[src/rtl/qspi_master_reader.sv]
// Quad-SPI read initiator: sends a quad read command and 8-bit address, waits out the
// turnaround clocks, then collects byte_cnt bytes and strobes each one out on rd_valid.
module qspi_master_reader #(
  parameter int unsigned CLK_DIV      = 2,
  parameter int unsigned DUMMY_CYCLES = 2,
  parameter logic [7:0]  CMD_READ     = 8'h6B
) (
  input  logic       sclk,
  input  logic       rst,
  input  logic       start,
  input  logic [7:0] start_addr,
  input  logic [8:0] byte_cnt,
  output logic       busy,
  output logic       done,
  output logic [7:0] rd_data,
  output logic       rd_valid,
  output logic       O_qspi_cs,
  output logic       O_qspi_clk,
  output logic [3:0] O_io_out,
  output logic       O_io_oe,
  input  logic [3:0] I_io_in
);

  localparam int unsigned DIV_W   = (CLK_DIV > 1) ? $clog2(CLK_DIV) : 1;
  localparam int unsigned CNT_MAX = (DUMMY_CYCLES > 2) ? DUMMY_CYCLES : 2;
  localparam int unsigned CNT_W   = $clog2(CNT_MAX);
  localparam logic [DIV_W-1:0] DIV_LAST   = DIV_W'(CLK_DIV - 1);
  localparam logic [CNT_W-1:0] DUMMY_LAST = CNT_W'(DUMMY_CYCLES - 1);

  typedef enum logic [2:0] {
    IDLE, CS_SETUP, CMD, ADDR, DUMMY, DATA, CS_HOLD, FINISH
  } state_t;

  state_t           state_q, state_d;
  logic [DIV_W-1:0] divCnt_q, divCnt_d;
  logic [CNT_W-1:0] cnt_q, cnt_d;
  logic [8:0]       bytesLeft_q, bytesLeft_d;
  logic [7:0]       addr_q, addr_d;
  logic [7:0]       shift_q, shift_d;
  logic [7:0]       rdData_q, rdData_d;
  logic [3:0]       ioOut_q, ioOut_d;
  logic             cs_q, cs_d;
  logic             clk_q, clk_d;
  logic             oe_q, oe_d;
  logic             rdValid_q, rdValid_d;
  logic             halfEnd, rise, fall;

  always_ff @(posedge sclk or posedge rst) begin
    if (rst) begin
      state_q     <= IDLE;
      divCnt_q    <= '0;
      cnt_q       <= '0;
      bytesLeft_q <= '0;
      addr_q      <= '0;
      shift_q     <= '0;
      rdData_q    <= '0;
      ioOut_q     <= '0;
      cs_q        <= 1'b1;
      clk_q       <= 1'b0;
      oe_q        <= 1'b0;
      rdValid_q   <= 1'b0;
    end else begin
      state_q     <= state_d;
      divCnt_q    <= divCnt_d;
      cnt_q       <= cnt_d;
      bytesLeft_q <= bytesLeft_d;
      addr_q      <= addr_d;
      shift_q     <= shift_d;
      rdData_q    <= rdData_d;
      ioOut_q     <= ioOut_d;
      cs_q        <= cs_d;
      clk_q       <= clk_d;
      oe_q        <= oe_d;
      rdValid_q   <= rdValid_d;
    end
  end

  // CS_SETUP doubles as the low half of the first command clock, so CMD starts high.
  always_comb begin
    state_d     = state_q;
    cnt_d       = cnt_q;
    bytesLeft_d = bytesLeft_q;
    addr_d      = addr_q;
    shift_d     = shift_q;
    rdData_d    = rdData_q;
    ioOut_d     = ioOut_q;
    cs_d        = cs_q;
    clk_d       = clk_q;
    oe_d        = oe_q;
    rdValid_d   = 1'b0;
    halfEnd     = (divCnt_q == DIV_LAST);
    rise        = halfEnd && !clk_q;
    fall        = halfEnd && clk_q;
    divCnt_d    = (halfEnd || state_q == IDLE || state_q == FINISH) ? '0 : divCnt_q + DIV_W'(1);

    if (halfEnd && (state_q == CMD || state_q == ADDR || state_q == DUMMY || state_q == DATA)) begin
      clk_d = ~clk_q;
    end

    case (state_q)
      IDLE: begin
        if (start) begin
          if (byte_cnt != 9'd0) begin
            state_d     = CS_SETUP;
            addr_d      = start_addr;
            bytesLeft_d = byte_cnt;
            cs_d        = 1'b0;
            oe_d        = 1'b1;
            ioOut_d     = CMD_READ[7:4];
            cnt_d       = '0;
          end else begin
            state_d = FINISH;
          end
        end
      end
      CS_SETUP: begin
        if (halfEnd) begin
          state_d = CMD;
          clk_d   = 1'b1;
        end
      end
      CMD: begin
        if (fall) begin
          if (cnt_q == '0) begin
            cnt_d   = CNT_W'(1);
            ioOut_d = CMD_READ[3:0];
          end else begin
            state_d = ADDR;
            cnt_d   = '0;
            ioOut_d = addr_q[7:4];
          end
        end
      end
      ADDR: begin
        if (fall) begin
          if (cnt_q == '0) begin
            cnt_d   = CNT_W'(1);
            ioOut_d = addr_q[3:0];
          end else begin
            oe_d    = 1'b0;
            ioOut_d = 4'h0;
            cnt_d   = '0;
            state_d = (DUMMY_CYCLES == 0) ? DATA : DUMMY;
          end
        end
      end
      DUMMY: begin
        if (fall) begin
          if (cnt_q == DUMMY_LAST) begin
            state_d = DATA;
            cnt_d   = '0;
          end else begin
            cnt_d = cnt_q + CNT_W'(1);
          end
        end
      end
      DATA: begin
        if (rise) begin
          shift_d = {shift_q[3:0], I_io_in};
        end
        if (fall) begin
          cnt_d = (cnt_q == '0) ? CNT_W'(1) : '0;
          if (cnt_q != '0) begin
            rdValid_d   = 1'b1;
            rdData_d    = shift_q;
            bytesLeft_d = bytesLeft_q - 9'd1;
            if (bytesLeft_q == 9'd1) begin
              state_d = CS_HOLD;
              cnt_d   = '0;
            end
          end
        end
      end
      CS_HOLD: begin
        // First half keeps cs low with clk parked; second half is the minimum deselect.
        if (halfEnd) begin
          if (cnt_q == '0) begin
            cs_d  = 1'b1;
            cnt_d = CNT_W'(1);
          end else begin
            state_d = FINISH;
          end
        end
      end
      FINISH:  state_d = IDLE;
      default: state_d = IDLE;
    endcase
  end

  assign busy       = (state_q != IDLE) && (state_q != FINISH);
  assign done       = (state_q == FINISH);
  assign rd_data    = rdData_q;
  assign rd_valid   = rdValid_q;
  assign O_qspi_cs  = cs_q;
  assign O_qspi_clk = clk_q;
  assign O_io_out   = ioOut_q;
  assign O_io_oe    = oe_q;

endmodule

[config.mk]
export PLATFORM = sky130hd
export DESIGN_NAME = qspi_master_reader
export DESIGN_NICKNAME = d
export VERILOG_FILES = /design/src/rtl/qspi_master_reader.sv
export SDC_FILE = /design/constraint.sdc
export NUM_CORES = 1
export LEC_CHECK = 0
export CAP_MARGIN = 30
export CORE_MARGIN = 1.5
export CORE_UTILIZATION = 58
export CTS_BUF_LIST = sky130_fd_sc_hd__clkbuf_4
export DETAILED_ROUTE_END_ITERATION = 7
export PLACE_DENSITY = 0.87
export SYNTH_ARGS = -nofsm -noshare
export SYNTH_HDL_FRONTEND = slang
export SYNTH_SLANG_ARGS = --single-unit
[constraint.sdc]
create_clock -name sclk -period 4.5 [get_ports sclk]
set_clock_uncertainty 0.15 [all_clocks]
set_input_delay 0.675 -clock sclk [delete_from_list [all_inputs] [get_ports sclk]]
set_output_delay 0.675 -clock sclk [all_outputs]
set_load 0.005 [all_outputs]
==> results <==
- The run finished with clean final reports.
- The die is approximately 66 um tall.
- The maximum buffer depth of the clock tree is 2.
- Input and output buffers added on the ports amount to 41.
- In the final timing run, aggregate negative setup slack is 0 ps.
- The dominant cell type by area after synthesis is sky130_fd_sc_hd__dfrtp_1.
- The total routing resource utilization after global routing is 0.238.
- The number of nets handed over by synthesis was between 200 and 250.
- The standard cell core area is about 0.0037 mm2.
- TritonCTS built the clock tree.
- The number of enable-type register cells in the synthesized netlist is 0.
- The share of total power dissipated in combinational logic is 0.433.
- The final instance area is approximately 0.0028 mm2.
- For this design the static power due to leakage is 1.15 nW.
- The die covers around 0.0044 mm2.
- Cell internal power was estimated by the tool at between 0.001 and 0.0015 W.
- Synthesis inferred 46 register bits.
- The share of total power in sequential cells is 0.436.
- By area the synthesized netlist is led by sky130_fd_sc_hd__dfrtp_1, sky130_fd_sc_hd__mux2_2, sky130_fd_sc_hd__a21oi_1, sky130_fd_sc_hd__o21ai_0, sky130_fd_sc_hd__nor2_1.
- The design draws ~0.0019 W.
- The worst slew slack as a fraction of its limit is 0.493.
- Entering global routing, the biggest net connects between 40 and 50 pins.
- The count of final setup violators is 0.
- The maximum clock frequency is 353 MHz.
- In the final layout, the share of cells above drive strength 1 is 0.160.
- The synthesis-to-layout area growth is 20.9%.
- Gates resized during post-CTS repair numbered 0.
- The global-route wire length before repair is 7920 um.
- The peak ir drop on the vdd network is ~0.43 mV.
- The final worst-path cycle share is 0.630.
- For the finished layout, the period the worst path requires is 2840 ps.
- The worst hold path terminates at O_io_out[1]$_DFFE_PP0P_.
- Counting every sink on the clock net gives 46.
- The worst hold path class is reg -> reg.
- The number of antenna violations at the first check in global routing is 0.
- The net switching component of the power is approximately 0.00073 W.
- The category of the worst setup path capture point is an output pin.
- The critical path required time is between 3000 and 4000 ps.
- In this run the mean area of a mapped cell was just over 10 um2.
- The power density over cell area is about 690 mW/mm2.
- After synthesis, the netlist uses 50 different library cells.
- The library cell used most frequently in the layout, excluding fill and tap cells, is sky130_fd_sc_hd__dfrtp_1.
- The count of unresolved DRC violations after routing is 0.
- After clock tree synthesis, the clock-pin slew on the worst setup and hold paths is 130 ps.
- The worst hold-check slack is approximately 340 ps.
- During synthesis, Yosys emitted a total of 0 warnings.
- The violation count after the first detailed-routing iteration is roughly 240.
- The worst endpoint data arrival time is roughly 2000 ps.
- Global routing finished with a remaining overflow of 0.
- The congestion estimate from routability-driven global placement came to 0.861.
- For this run, the register share of the synthesized area comes to 0.500.
- Summing every instance area after synthesis gives 0.00230 mm2.
- The fraction of synthesis flops using an asynchronous set or reset pin is 1.00.
- The clock reaches the later pin of the worst-skew pair after 360 ps.
- The nature of the critical path startpoint is a flip-flop.
- The pre-antenna-repair detailed-routing pass consisted of 4 iterations.
- The number of pins exceeding their max-slew limit in the final report is 0.
- The worst register-to-register path ends at shift_q[4]$_DFFE_PP0P_.
- The clock network fraction of design power is 0.131.
- Summing all placed instances gives a cell area of between 0.002 and 0.003 mm2.
- The number of placement rows is 22.
- The cell at the root of the clock tree is sky130_fd_sc_hd__clkbuf_4.
- For this configuration, the core starts out at a cell density of 0.615.
- The count of buffers added by post-CTS timing repair for setup is 0.
- The width of the chip is between 60 and 70 um.
- The maximum fanout count along the critical path is 20.
- The antenna cell count is 0.
- The transition at the pin with the smallest max-transition slack is between 700 and 800 ps.
- CTS built an H-tree with a depth of 2.
- In the post-route analysis, the smallest setup slack over all paths is 1660 ps.
- During I/O placement, the number of pins put on the boundary was 42.
- Setup repair after global routing left no endpoint under its margin.
- The number of hold violations in the final report is 0.
- In the layout the commonest cells are sky130_fd_sc_hd__dfrtp_1, sky130_fd_sc_hd__clkdlybuf4s50_1, sky130_fd_sc_hd__mux2_2.
- Of the post-synthesis cell area, the dominant cell type holds 0.489.
- The final layout net count is 282.
- The number of clock buffers inserted by TritonCTS is 5.
- The number of global-route vias before repair is around 1700.
- The post-placement setup slack is around 1700 ps.
- Max-cap violations in this run came to 0.
- The switching fraction of total power is 0.378.
- The critical path class is reg -> out.
- In this run, post-CTS hold repair placed 0 buffers.
- The number of cells on the worst reg-to-reg path is 3.
- The number of cells produced by synthesis is 223.
- The startpoint identified for the worst register-to-register timing path is state_q[0]$_DFFE_PP0P_.
- For this block, the via count after detailed routing is about 1800.
- For this run, the leading register cell type out of synthesis is sky130_fd_sc_hd__dfrtp_1.
- The source of the worst hold timing path is O_io_out[1]$_DFFE_PP0P_.
- Along the worst hold path, the cell count comes to 2.
- After detailed routing, the average wire length per cell comes to approximately 15 um.
- The placed wire-length estimate after detailed placement is 3360 um.
- In this run the remaining antenna-violating nets after routing total 0.
- The final wirelength is 4690 um.
- The routed via count divided by cell count is slightly below 6.
- The worst register-to-register path has a setup slack of around 1800 ps.
-- per-stage QoR --
stage | utilization | std cells
after floorplan | - | 223
after global placement | 0.722 | 297
after detailed placement | 0.722 | 297
after CTS | 0.744 | 305
after global routing | 0.744 | 305
final | 0.744 | 305
-- synth_stat cells, types with 2 or more instances --
master	count
sky130_fd_sc_hd__nand2_1	12
sky130_fd_sc_hd__dfrtp_1	45
sky130_fd_sc_hd__mux2_2	24
sky130_fd_sc_hd__ha_1	2
sky130_fd_sc_hd__mux2i_1	2
sky130_fd_sc_hd__o211ai_1	2
sky130_fd_sc_hd__a21oi_1	16
sky130_fd_sc_hd__inv_1	9
sky130_fd_sc_hd__nor2_1	19
sky130_fd_sc_hd__nand3_1	4
sky130_fd_sc_hd__a2bb2oi_1	2
sky130_fd_sc_hd__a31oi_1	4
sky130_fd_sc_hd__buf_1	2
sky130_fd_sc_hd__and3_1	2
sky130_fd_sc_hd__o22a_1	3
sky130_fd_sc_hd__nand2b_1	3
sky130_fd_sc_hd__nor3_1	6
sky130_fd_sc_hd__buf_2	5
sky130_fd_sc_hd__o31ai_1	3
sky130_fd_sc_hd__nor4_1	3
sky130_fd_sc_hd__o21ai_0	15
sky130_fd_sc_hd__a21o_1	2
sky130_fd_sc_hd__or3_1	2
sky130_fd_sc_hd__o21a_1	5
sky130_fd_sc_hd__clkbuf_1	6
-- power by group through the flow --
stage	registers [W]	logic [W]	clock network, W
after floorplan	0.000724	0.000648	0
after global placement	0.000829	0.000802	0
after detailed placement	0.000842	0.000825	0
after CTS	0.000834	0.000833	0.000256
after global routing	0.000874	0.000923	0.000276
final	0.000837	0.000833	0.000251
-- worst max-delay path by stage --
stage                                       from                          to  depth (start not counted)
after global routing      state_q[0]$_DFFE_PP0P_      shift_q[0]$_DFFE_PP0P_                          3
final                     state_q[0]$_DFFE_PP0P_                        done                          2
after CTS                 state_q[0]$_DFFE_PP0P_                        done                          2
after global placement                     start  bytesLeft_q[0]$_DFFE_PP0P_                          6
after detailed placement                   start  bytesLeft_q[0]$_DFFE_PP0P_                          6
after floorplan                      byte_cnt[2]  bytesLeft_q[4]$_DFFE_PP0P_                          8
-- layout make-up --
type                            count  area (um2)
Clock inverter                      2        37.5
Inverter                            9        33.8
Timing Repair Buffer               42         418
Clock buffer                        6        45.0
Sequential cell                    46        1150
Tap cell                           48        60.1
Multi-Input combinational cell    152        1040
Fill cell                         273         958
-- routing by layer --
metal / part of all wire / up-vias / global-route usage
li1: - / 871 / -
met1: 0.43 / 864 / 0.319
met2: 0.49 / 61 / 0.388
met3: 0.069 / 3 / 0.0767
met4: 0.0045 / 0 / 0.0383
met5: 0 / - / 0
-- critical path, stage by stage, from the launching register on --
cell	delay, ps
sky130_fd_sc_hd__dfrtp_1	740
sky130_fd_sc_hd__and3_1	370
sky130_fd_sc_hd__clkdlybuf4s50_1	540
-- registers in the layout, indices dropped and copies added (netlist names) --
signal and flops:
cnt_q 1, shift_q 8, O_qspi_clk 1, O_io_out 4, state_q 3, addr_q 8
rd_data 8, O_io_oe 1, bytesLeft_q 9, divCnt_q 1, O_qspi_cs 1, rd_valid 1
-- cells by family (layout without fill, tap and decap cells) --
logic type / Yosys count / in the layout / share of synthesized area
compound gates: 62 / 62 / 0.173
simple gates: 62 / 62 / 0.141
flops: 46 / 46 / 0.500
mux: 26 / 26 / 0.126
buf+inv: 25 / 59 / 0.0489
fa+ha+maj: 2 / 2 / 0.0109
(Power assumes the default switching activity.)
